===== src/rtl/bus_master_if_pkg.sv =====
// bus_master_if_pkg: shared state and bus-level encodings for the xCPU bus initiator
package bus_master_if_pkg;
  typedef enum logic [2:0] {S_IDLE, S_REQ, S_ACCESS, S_WAIT, S_DONE} state_e;
  localparam logic READ = 1'b1;
  localparam logic WRITE = 1'b0;
  localparam logic ASSERT_N = 1'b0;
  localparam logic DEASSERT_N = 1'b1;
endpackage


===== src/rtl/bus_timeout_cnt.sv =====
// bus_timeout_cnt: saturating wait-cycle counter flagging the last cycle before a bus error
module bus_timeout_cnt #(
  parameter int TIMEOUT = 255
) (
  input  logic clk,
  input  logic reset,
  input  logic clr_i,
  input  logic en_i,
  output logic expired_o
);
  localparam int W = $clog2(TIMEOUT + 1);
  logic [W-1:0] cnt_q, cnt_d;
  always_comb cnt_d = clr_i ? '0 : (en_i && cnt_q != W'(TIMEOUT)) ? cnt_q + 1'b1 : cnt_q;
  always_ff @(posedge clk) cnt_q <= reset ? '0 : cnt_d;
  assign expired_o = cnt_q == W'(TIMEOUT - 1);
endmodule


===== src/rtl/bus_master_if.sv =====
// bus_master_if: single-access xCPU bus initiator (arbitrate, strobe, wait for rdy_, return data)
module bus_master_if
  import bus_master_if_pkg::*;
#(
  parameter int ADDR_W = 30,
  parameter int DATA_W = 32,
  parameter int TIMEOUT = 255
) (
  input  logic              clk,
  input  logic              reset,
  input  logic              req_valid,
  input  logic              req_rw,
  input  logic [ADDR_W-1:0] req_addr,
  input  logic [DATA_W-1:0] req_wr_data,
  output logic              stall,
  output logic              done,
  output logic [DATA_W-1:0] rd_data_out,
  output logic              bus_err,
  output logic              bus_req_,
  input  logic              bus_grnt_,
  output logic              bus_as_,
  output logic              bus_rw,
  output logic [ADDR_W-1:0] bus_addr,
  output logic [DATA_W-1:0] bus_wr_data,
  input  logic [DATA_W-1:0] bus_rd_data,
  input  logic              bus_rdy_
);
  state_e state_q, state_d;
  logic req_n_q, req_n_d, as_n_q, as_n_d, rw_q, rw_d, done_q, done_d, err_q, err_d, expired;
  logic [ADDR_W-1:0] addr_q, addr_d;
  logic [DATA_W-1:0] wdata_q, wdata_d, rdata_q, rdata_d;
  // counter is held clear outside WAIT, so it starts at 0 on every WAIT entry
  bus_timeout_cnt #(.TIMEOUT(TIMEOUT)) u_cnt (
    .clk(clk),
    .reset(reset),
    .clr_i(state_q != S_WAIT),
    .en_i(state_q == S_WAIT),
    .expired_o(expired)
  );
  always_comb begin
    state_d = state_q;
    req_n_d = req_n_q;
    as_n_d = as_n_q;
    rw_d = rw_q;
    addr_d = addr_q;
    wdata_d = wdata_q;
    rdata_d = rdata_q;
    done_d = 1'b0;
    err_d = 1'b0;
    case (state_q)
      S_IDLE: if (req_valid) begin
        state_d = S_REQ;
        req_n_d = ASSERT_N;
        rw_d = req_rw;
        addr_d = req_addr;
        wdata_d = req_wr_data;
      end
      S_REQ: if (bus_grnt_ == ASSERT_N) begin
        state_d = S_ACCESS;
        as_n_d = ASSERT_N;
      end
      S_ACCESS, S_WAIT: begin
        as_n_d = DEASSERT_N;
        // a ready slave wins over an expiring counter
        if (bus_rdy_ == ASSERT_N) begin
          state_d = S_DONE;
          done_d = 1'b1;
          req_n_d = DEASSERT_N;
          if (rw_q != WRITE) rdata_d = bus_rd_data;
        end else if (state_q == S_ACCESS) begin
          state_d = S_WAIT;
        end else if (expired) begin
          state_d = S_DONE;
          done_d = 1'b1;
          err_d = 1'b1;
          req_n_d = DEASSERT_N;
        end
      end
      S_DONE: state_d = S_IDLE;
      default: state_d = S_IDLE;
    endcase
  end
  always_ff @(posedge clk) begin
    if (reset) begin
      state_q <= S_IDLE;
      req_n_q <= DEASSERT_N;
      as_n_q <= DEASSERT_N;
      rw_q <= READ;
      addr_q <= '0;
      wdata_q <= '0;
      rdata_q <= '0;
      done_q <= 1'b0;
      err_q <= 1'b0;
    end else begin
      state_q <= state_d;
      req_n_q <= req_n_d;
      as_n_q <= as_n_d;
      rw_q <= rw_d;
      addr_q <= addr_d;
      wdata_q <= wdata_d;
      rdata_q <= rdata_d;
      done_q <= done_d;
      err_q <= err_d;
    end
  end
  assign stall = req_valid && state_q != S_DONE;
  assign done = done_q;
  assign bus_err = err_q;
  assign rd_data_out = rdata_q;
  assign bus_req_ = req_n_q;
  assign bus_as_ = as_n_q;
  assign bus_rw = rw_q;
  assign bus_addr = addr_q;
  assign bus_wr_data = wdata_q;
endmodule


===== config.mk =====
export PLATFORM = sky130hd
export DESIGN_NAME = bus_master_if
export DESIGN_NICKNAME = d
export VERILOG_FILES = /design/src/rtl/bus_master_if_pkg.sv /design/src/rtl/bus_timeout_cnt.sv /design/src/rtl/bus_master_if.sv
export SDC_FILE = /design/constraint.sdc
export NUM_CORES = 1
export LEC_CHECK = 0
export CORE_MARGIN = 2
export CORE_UTILIZATION = 45
export CTS_BUF_LIST = sky130_fd_sc_hd__clkbuf_2
export DETAILED_ROUTE_END_ITERATION = 7
export GPL_ROUTABILITY_DRIVEN = 0
export PLACE_DENSITY = 0.9
export REMOVE_ABC_BUFFERS = 1
export SYNTH_ARGS = -nofsm -noshare
export SYNTH_HDL_FRONTEND = slang
export SYNTH_SLANG_ARGS = --single-unit

===== constraint.sdc =====
create_clock -name clk -period 3.3 [get_ports clk]
set_input_delay 0.66 -clock clk [delete_from_list [all_inputs] [get_ports clk]]
set_output_delay 0.66 -clock clk [all_outputs]
set_load 0.05 [all_outputs]

==> flow_summary.toml <==
[clock_network]
htree_levels = 3
clockBufferDepth = 2
ctsResizeCount = 0
cts_hold_buf = 0
cts_tree = "yes"
cts-root-buf = "clkbuf_2"
cts_buffers = 9
path_clk_slew_ns = 0.31
clock_latency_ns = 0.55
post_cts_buffers = 0
cts_sinks = 110

[floorplanning]
design.core.area_um2 = 8680
pin_count = 200
die_area_um2 = 9720
die_x_um = 98.6
start_util_pct = 46.4
rows = 34
die_y_um = 98.6

[cells_and_area]
diodes = 0
fillers = 675
nets = 776
finalCoreUtilization_pct = 70.1
drive_gt1_share_pct = 3.24
syn_to_final_growth_pct = 51.1

[critical_path]
worstPathCellList = "nor2_1, a21boi_0, clkdlybuf4s50_1"
reg2reg_from = "state_q[0]"
worstSetupEndpointType = "output pin"
slowest_stage = "clkdlybuf4s50_1"
start_kind = "register"
cp.required_ns = 2.64
crit_path_max_fanout = 9
worst-path-buf-inv = 1
critPathMaxStageDelay_ns = 0.83
arrival_ns = 2.28
worst-setup-path-type = "reg2out"
r2r_end = "bus_wr_data[19]"
cp_top_family = "buffers and inverters"
reg2reg_slack_ns = 1.46
rr_worst_depth = 5

[routing]
wl_um = 11200
num_vias = 4016
drc_errors = 0
drt-initial-drc-count = 135
routed_via_density = 5.10
ant_nets = 0
routedWlPerCell_um = 14.2
drtPass1Iterations = 4

[timing]
skew_ns = 0.0380
final.setup.tns_ns = 0
tightest_slew_ns = 0.601
relSlewSlack_pct = 59.9
setup_viol = 0
postLayoutSetupSlackWorst_ns = 0.361
max_freq_mhz = 340
min_period_ns = 2.94
finalHoldViolations = 0
min_period_over_period_pct = 89.1
report.final.slew_viol_count = 0
rsz0062_at_grt = "no"

[synth]
synth_edf_count = 0
synthTopCellsByCount = "nand2_1, dfxtp_1, a21oi_1"
ys_top_cells_by_area = "dfxtp_1, nand2_1, a21oi_1"
ys_warn_count = 0
synthFlopType = "dfxtp_1"
synth_cells = 496
ys_ff_latch = 110
netlist_area_um2 = 4030
yosysMostFrequentCell = "nand2_1"
ys_seq_area_share_pct = 54.7
synth_top_area_cell = "dfxtp_1"
syn_area_per_cell_um2 = 8.12
yosysUniqueCellTypes = 31
post-synth-top-area-fraction_pct = 54.7
synthArstFlopShare_pct = 0

[global_routing]
antenna_found_initial = 0
grt_pass1_wl_um = 18100
first_global_vias = 3834
gr-total-overflow = 0
grt_start_max_net_pins = 61
grt_usage_pct = 22.5

[placement]
pre_cts_ws_ns = 0.388
dp_hpwl_um = 8140
port_buffers = 199

[flow_run]
maxCapViolCount = 0

[hold_path]
hold_end = "rd_data_out[29]"
hp-class = "reg2reg"
worstHoldStart = "rd_data_out[29]"
whs_path_depth = 2

[pwr]
irDropWorstVdd_v = 0.000251
power_leakage_uw = 0.00219
power.density_nw_per_um2 = 443

[run_status]
status = "complete, no violations"
[how the worst max path moves through the flow]
stage	from	endpoint	slack [ns]	cells after the start
floorplan	req_valid	bus_addr[0]	0.81	3
global route	state_q[0]	stall	0.21	3
CTS	state_q[0]	stall	0.31	3
finish	state_q[0]	stall	0.36	3
global placement	req_valid	stall	0.44	3
detailed placement	req_valid	stall	0.39	3
[logic make-up after synthesis]
kind of cell | synth area share (%)
flip-flops | 54.7
AO/OA/AOI/OAI | 14.5
XOR/XNOR | 0.218
AND/OR/NAND/NOR | 24.1
multiplexers | 0.249
buffers and inverters | 5.59
adder cells (fa/ha/maj) | 0.621
[through the flow]
step | power (uW) | std cells | hold WS, ns | cell area (um^2)
floorplan | 1810 | 459 | 0.479 | 3810
global placement | 2100 | 771 | 0.441 | 5970
detailed placement | 2120 | 771 | 0.446 | 5970
CTS | 2720 | 787 | 0.473 | 6080
global route | 2810 | 787 | 0.488 | 6080
finish | 2700 | 787 | 0.472 | 6080
[worst reg2reg max path, cell delays in order, from the launching register on]
cell and delay, ns:
dfxtp_1 0.60, nor2_1 0.13, nand3b_1 0.19, buf_4 0.53, nand2_1 0.15, a21oi_1 0.17
[power breakdown]
| part | total [uW] | switching, uW | leakage (uW) | internal, uW |
|---|---|---|---|---|
| combinational | 651 | 393 | 0.00123 | 258 |
| clock | 605 | 429 | 0.0000672 | 176 |
| sequential | 1440 | 39.1 | 0.000897 | 1400 |
[layout by cell type, fill, tap and decap left out, drive strengths merged, types with 3 or more instances in the layout]
master / instances
a211oi: 3
a21oi: 96
a31oi: 4
and3: 5
buf: 6
clkbuf: 10
clkdlybuf4s50: 198
clkinv: 4
dfxtp: 110
nand2: 193
nand2b: 3
nand3: 6
nand3b: 3
nor2: 8
nor3: 6
[state kept, by name, summed over array words and instances, names as in the netlist]
signal and count:
bus_req_ 1, bus_addr 30, done 1, bus_err 1, bus_wr_data 32, u_cnt.cnt_q 8, state_q 3, bus_as_ 1
rd_data_out 32, bus_rw 1
[layout make-up]
class | count | area, um^2 | area share (%)
clock buffers | 10 | 50.0 | 0.823
multi-input cells | 347 | 1600 | 26.3
flip-flops and latches | 110 | 2200 | 36.2
well taps | 108 | 135 | 2.22
inverters | 2 | 7.51 | 0.123
clock inverters | 6 | 62.6 | 1.03
repair buffers | 204 | 2030 | 33.3
[layer usage]
| layer | global-route usage, % | wire length [um] | vias up |
|---|---|---|---|
| li1 | - | - | 1973 |
| met1 | 26.7 | 4600 | 1853 |
| met2 | 38.6 | 5420 | 167 |
| met3 | 6.81 | 905 | 23 |
| met4 | 8.64 | 269 | 0 |
| met5 | 0 | 0 | - |
(Power assumes the default switching activity.)
